$ cat src/rtl/count_stream_buffer.sv
// Stream buffer behind the enable counter: captures valid counts into a FIFO and
// serves them first-word-fall-through on a valid/ready port, dropping and counting overflow.
module count_stream_buffer #(
  parameter int unsigned WIDTH  = 5,
  parameter int unsigned DEPTH  = 8,
  parameter int unsigned DROP_W = 8
) (
  input  logic                     clk,
  input  logic                     rst,
  input  logic [WIDTH-1:0]         in_data,
  input  logic                     in_valid,
  output logic [WIDTH-1:0]         out_data,
  output logic                     out_valid,
  input  logic                     out_ready,
  output logic [$clog2(DEPTH):0]   level,
  output logic                     overflow,
  output logic [DROP_W-1:0]        drop_cnt,
  input  logic                     clear_ovf
);

  localparam int unsigned AW = $clog2(DEPTH);
  localparam int unsigned LW = AW + 1;
  localparam logic [DROP_W-1:0] DROP_MAX = '1;

  logic [WIDTH-1:0]  mem_q [DEPTH];
  logic [AW-1:0]     wr_ptr_q, wr_ptr_d;
  logic [AW-1:0]     rd_ptr_q, rd_ptr_d;
  logic [AW-1:0]     head_ptr;
  logic [LW-1:0]     level_q, level_d;
  logic [WIDTH-1:0]  out_data_q, out_data_d;
  logic              out_valid_q, out_valid_d;
  logic              overflow_q, overflow_d;
  logic [DROP_W-1:0] drop_cnt_q, drop_cnt_d;
  logic              full, pop, push, drop;

  // Next-state: push/pop/drop decisions and the registered FWFT head.
  always_comb begin
    full        = (level_q == LW'(DEPTH));
    pop         = out_valid_q && out_ready;
    push        = in_valid && (!full || pop);
    drop        = in_valid && full && !pop;
    wr_ptr_d    = wr_ptr_q;
    rd_ptr_d    = rd_ptr_q;
    level_d     = level_q;
    out_data_d  = out_data_q;
    out_valid_d = 1'b0;
    overflow_d  = overflow_q;
    drop_cnt_d  = drop_cnt_q;

    if (push) wr_ptr_d = wr_ptr_q + AW'(1);
    if (pop)  rd_ptr_d = rd_ptr_q + AW'(1);

    if (push && !pop)      level_d = level_q + LW'(1);
    else if (pop && !push) level_d = level_q - LW'(1);

    // The next head may be the slot being written this cycle, so bypass the input.
    head_ptr = rd_ptr_d;
    if (level_d != '0) begin
      out_valid_d = 1'b1;
      if (push && (head_ptr == wr_ptr_q)) out_data_d = in_data;
      else                                out_data_d = mem_q[head_ptr];
    end

    // A drop in the same cycle as a clear takes precedence over the clear.
    if (drop) begin
      overflow_d = 1'b1;
      if (clear_ovf)                    drop_cnt_d = DROP_W'(1);
      else if (drop_cnt_q != DROP_MAX)  drop_cnt_d = drop_cnt_q + DROP_W'(1);
    end else if (clear_ovf) begin
      overflow_d = 1'b0;
      drop_cnt_d = '0;
    end
  end

  always_ff @(posedge clk or negedge rst) begin
    if (!rst) begin
      wr_ptr_q    <= '0;
      rd_ptr_q    <= '0;
      level_q     <= '0;
      out_data_q  <= '0;
      out_valid_q <= 1'b0;
      overflow_q  <= 1'b0;
      drop_cnt_q  <= '0;
    end else begin
      wr_ptr_q    <= wr_ptr_d;
      rd_ptr_q    <= rd_ptr_d;
      level_q     <= level_d;
      out_data_q  <= out_data_d;
      out_valid_q <= out_valid_d;
      overflow_q  <= overflow_d;
      drop_cnt_q  <= drop_cnt_d;
    end
  end

  // Storage needs no reset; only slots between the pointers are ever read.
  always_ff @(posedge clk) begin
    if (push) mem_q[wr_ptr_q] <= in_data;
  end

  assign out_data  = out_data_q;
  assign out_valid = out_valid_q;
  assign level     = level_q;
  assign overflow  = overflow_q;
  assign drop_cnt  = drop_cnt_q;

endmodule

$ cat config.mk
export PLATFORM = sky130hd
export DESIGN_NAME = count_stream_buffer
export DESIGN_NICKNAME = d
export VERILOG_FILES = /design/src/rtl/count_stream_buffer.sv
export SDC_FILE = /design/constraint.sdc
export NUM_CORES = 1
export LEC_CHECK = 0
export ABC_AREA = 1
export BUFFER_PORTS_ARGS = -buffer_cell sky130_fd_sc_hd__buf_2
export CAP_MARGIN = 10
export CORE_MARGIN = 3
export CORE_UTILIZATION = 59
export DETAILED_ROUTE_END_ITERATION = 12
export PLACE_DENSITY_LB_ADDON = 0.05
export SLEW_MARGIN = 15
export SYNTH_ARGS = -nofsm -noshare
export SYNTH_HDL_FRONTEND = slang
export SYNTH_SLANG_ARGS = --single-unit
$ cat constraint.sdc
create_clock -name clk -period 2.68 [get_ports clk]
set_input_delay 0.134 -clock clk [delete_from_list [all_inputs] [get_ports clk]]
set_output_delay 0.134 -clock clk [all_outputs]
set_load 0.01 [all_outputs]
==> run metrics <==
status=completed; P per Cell Area=roughly 1100 nW/um^2; Net Sw Frac=42.0%; max_slew headroom=a little over three fifths; Routed WL per cell=14.9 um; total placed instance area=between 3000 and 4000 um^2; Total Nets Final=between 300 and 400; period utilization=92.0%; Hold Path End=drop_cnt[0]; Critical Path Max Stage Delay=0.42 ns; Setup Slack @ Placement=approximately 0.24 ns; routed wire length=about 6500 um; Die W=roughly 80 um; crit path DAT=2.47 ns; Cell Chain, Critical Path=inv_1 > ha_1 > nand3_2 > nor2_1 > nor2_2 > nand2_1 > nor2_1; Switch Pwr=1.63 mW; clk sink count=65; CTS tree=done; most frequent cells in the layout=nand2_1, nand3_1, edfxtp_1; Root Driver=clkbuf_8; RSZ-0062 raised after global routing=false; largest net degree at the start of global routing=26; finished layout cell area=3520 um^2; crit path time final=between 2 and 2.5 ns; Initial Util=between 60% and 70%; delay-heaviest family, CP=simple AND/OR/NAND/NOR gates; FP Rows=25; vias in the first global route=2285; GPL Wtd Cong=0.815; Flop pwr share=37.4%; Final Hold Fails=0; Max Fanout on Critical Path=11; hpwl dp=4590 um; Setup TNS Final=0 ns; Crit-path slowest cell=dfrtp_1; global-route wire length before repair=10800 um; Initial DRT Pass Iterations=5; worst slew pin tran=0.558 ns; non-filler cells, final=435; setup bufs post-CTS=0; Post-DRT Antenna Nets=0; Hold Crit Depth=3; Final Slew Violations=0; CP startpoint kind=flip-flop; fmax=406 MHz; Yosys warnings=0; DRC errors left=0; Bufs and invs on worst path=1; synth unique cells=26; cts bufs inserted=9; setup slack, reg-to-reg=0.22 ns; Seq/Total Area, Yosys=about three fifths; CP required=2.68 ns; mean area per synthesized cell=9.50 um^2; share of layout cells above drive strength 1=17.1%; Critical Path End Type=flip-flop; 1st-iter DRT viols=about 150; VDD IR max=around 570 uV; number of synthesized register bits=65; ant diodes=0; vias per inst=5.45; reg2reg path depth=7; total chip power=3.88 mW; commonest non-fill, non-tap cell in the layout=nand2_1; Final WS setup=0.216 ns; Max Root-Sink Buffers=2; area delta synth->final=12.7%; worst skew pair latency=0.35 ns; Hold/Removal Path Class=in -> reg; Worst Setup SP=level[0]; clock power share=21.4%; GR Overflow Total=0; Most common cell on crit path=nor2_1; die height=roughly 80 um; synthesized area=3130 um^2; Final setup viols=0; port bufs=28; total track usage=23.4%; reg2reg start=level[0]; Static Leak=1.55 nW; number of max-cap violations=0; Core ar.=around 4900 um^2; Cells after DPL=418; Comb power frac=41.3%; Synth Instances=329; vias=2369; initial antenna violation count=0; I/O Pins=29; RR Endpoint=mem_q[4][2]; H-tree depth=3; Layout Skew=0.00994 ns; die area=about 6200 um^2; Internal Power=2.25 mW; Crit Path Class=reg -> reg; clock slew at reported path FFs=0.07 ns; Mapped Nets=345; Worst Min Path Start=clear_ovf
-- layout make-up --
class                      instances  area [um^2]
sequential                        65         1830
multi-input combinational        225         1130
timing repair buffer              30          158
clock inverter                     7         77.6
fill                             358         1390
clock buffer                       9          124
inverter                          32          120
tap                               67         83.8
-- worst register-to-register path: cells and delay by family (launching register included) --
family / cells / cell delay [ns]
DFF: 1 / 0.42
adders and majority gates: 1 / 0.23
buffers and inverters: 1 / 0.13
and+or+nand+nor: 5 / 1.35
-- kinds of logic (layout without fill, tap and decap cells) --
family                     after synthesis  in the layout  share of synthesized area, %
buffers and inverters                   39             78                          5.28
adders and majority gates                6              6                          2.40
DFF                                     65             65                          58.4
and+or+nand+nor                        201            201                          30.4
xor gates and xnor gates                 3              3                         0.841
AOI/OAI and AO/OA                       15             15                          2.60
-- power by group through the flow --
| stage | clock (mW) | sequential, mW | combinational, mW |
|---|---|---|---|
| 3_3_place_gp | 0 | 1.45 | 1.57 |
| 4_1_cts | 0.840 | 1.45 | 1.60 |
| 5_1_grt | 0.889 | 1.48 | 1.80 |
| 2_1_floorplan | 0 | 1.47 | 1.17 |
| 3_5_place_dp | 0 | 1.47 | 1.59 |
| 6_report | 0.830 | 1.45 | 1.60 |
-- how the worst max path moves through the flow --
stage	end	slack [ns]	depth (start not counted)
after detailed placement	mem_q[6][2]	0.24	7
after CTS	mem_q[6][2]	0.22	7
after global placement	mem_q[6][1]	0.39	7
after floorplan	mem_q[2][0]	0.66	8
after global routing	mem_q[0][2]	0.09	7
final	mem_q[4][2]	0.22	7
-- metal layers --
layer / vias to the layer above / track usage [%] / part of all wire [%]
li1: 1187 / - / -
met1: 1073 / 28.4 / 43
met2: 88 / 37.9 / 47
met3: 21 / 6.69 / 7.2
met4: 0 / 12.8 / 3.2
met5: - / 0 / 0
-- state kept, by name, summed over array words and instances, names as in the netlist --
name / flops
out_data: 5
level: 4
rd_ptr_q: 3
wr_ptr_q: 3
mem_q: 40
drop_cnt: 8
out_valid: 1
overflow: 1
-- Yosys cell counts --
cell type / n / area share [%]
nor2_1: 17 / 2.0
nand3_2: 3 / 0.96
nor2_4: 1 / 0.36
nor3_4: 1 / 0.52
o21ai_0: 10 / 1.6
nand2_1: 89 / 11
o211ai_1: 1 / 0.24
a21oi_1: 2 / 0.32
edfxtp_1: 40 / 38
nor2_2: 2 / 0.40
ha_1: 6 / 2.4
dfrtp_1: 25 / 20
buf_4: 4 / 0.96
inv_2: 3 / 0.36
inv_1: 28 / 3.4
xor2_1: 2 / 0.56
xnor2_1: 1 / 0.28
clkinv_1: 1 / 0.12
nand3_1: 67 / 11
o21ai_1: 1 / 0.16
nand4_1: 13 / 2.6
nand2_2: 6 / 1.2
nand2_4: 1 / 0.36
buf_2: 3 / 0.48
nand3_4: 1 / 0.56
a22o_1: 1 / 0.28
-- stage by stage --
stage                     util (%)  hold slack, ns
after floorplan                  -          -0.162
after global placement        67.4           0.151
after detailed placement      67.4           0.154
after CTS                     71.7          0.0664
after global routing          71.7           0.111
final                         71.7          0.0722
-- timing repair --
action,4_1_cts,5_1_grt
endpoints found under the hold margin,25,0
hold buffers,1,0
gates resized for setup,0,0
(Power assumes the default switching activity.)
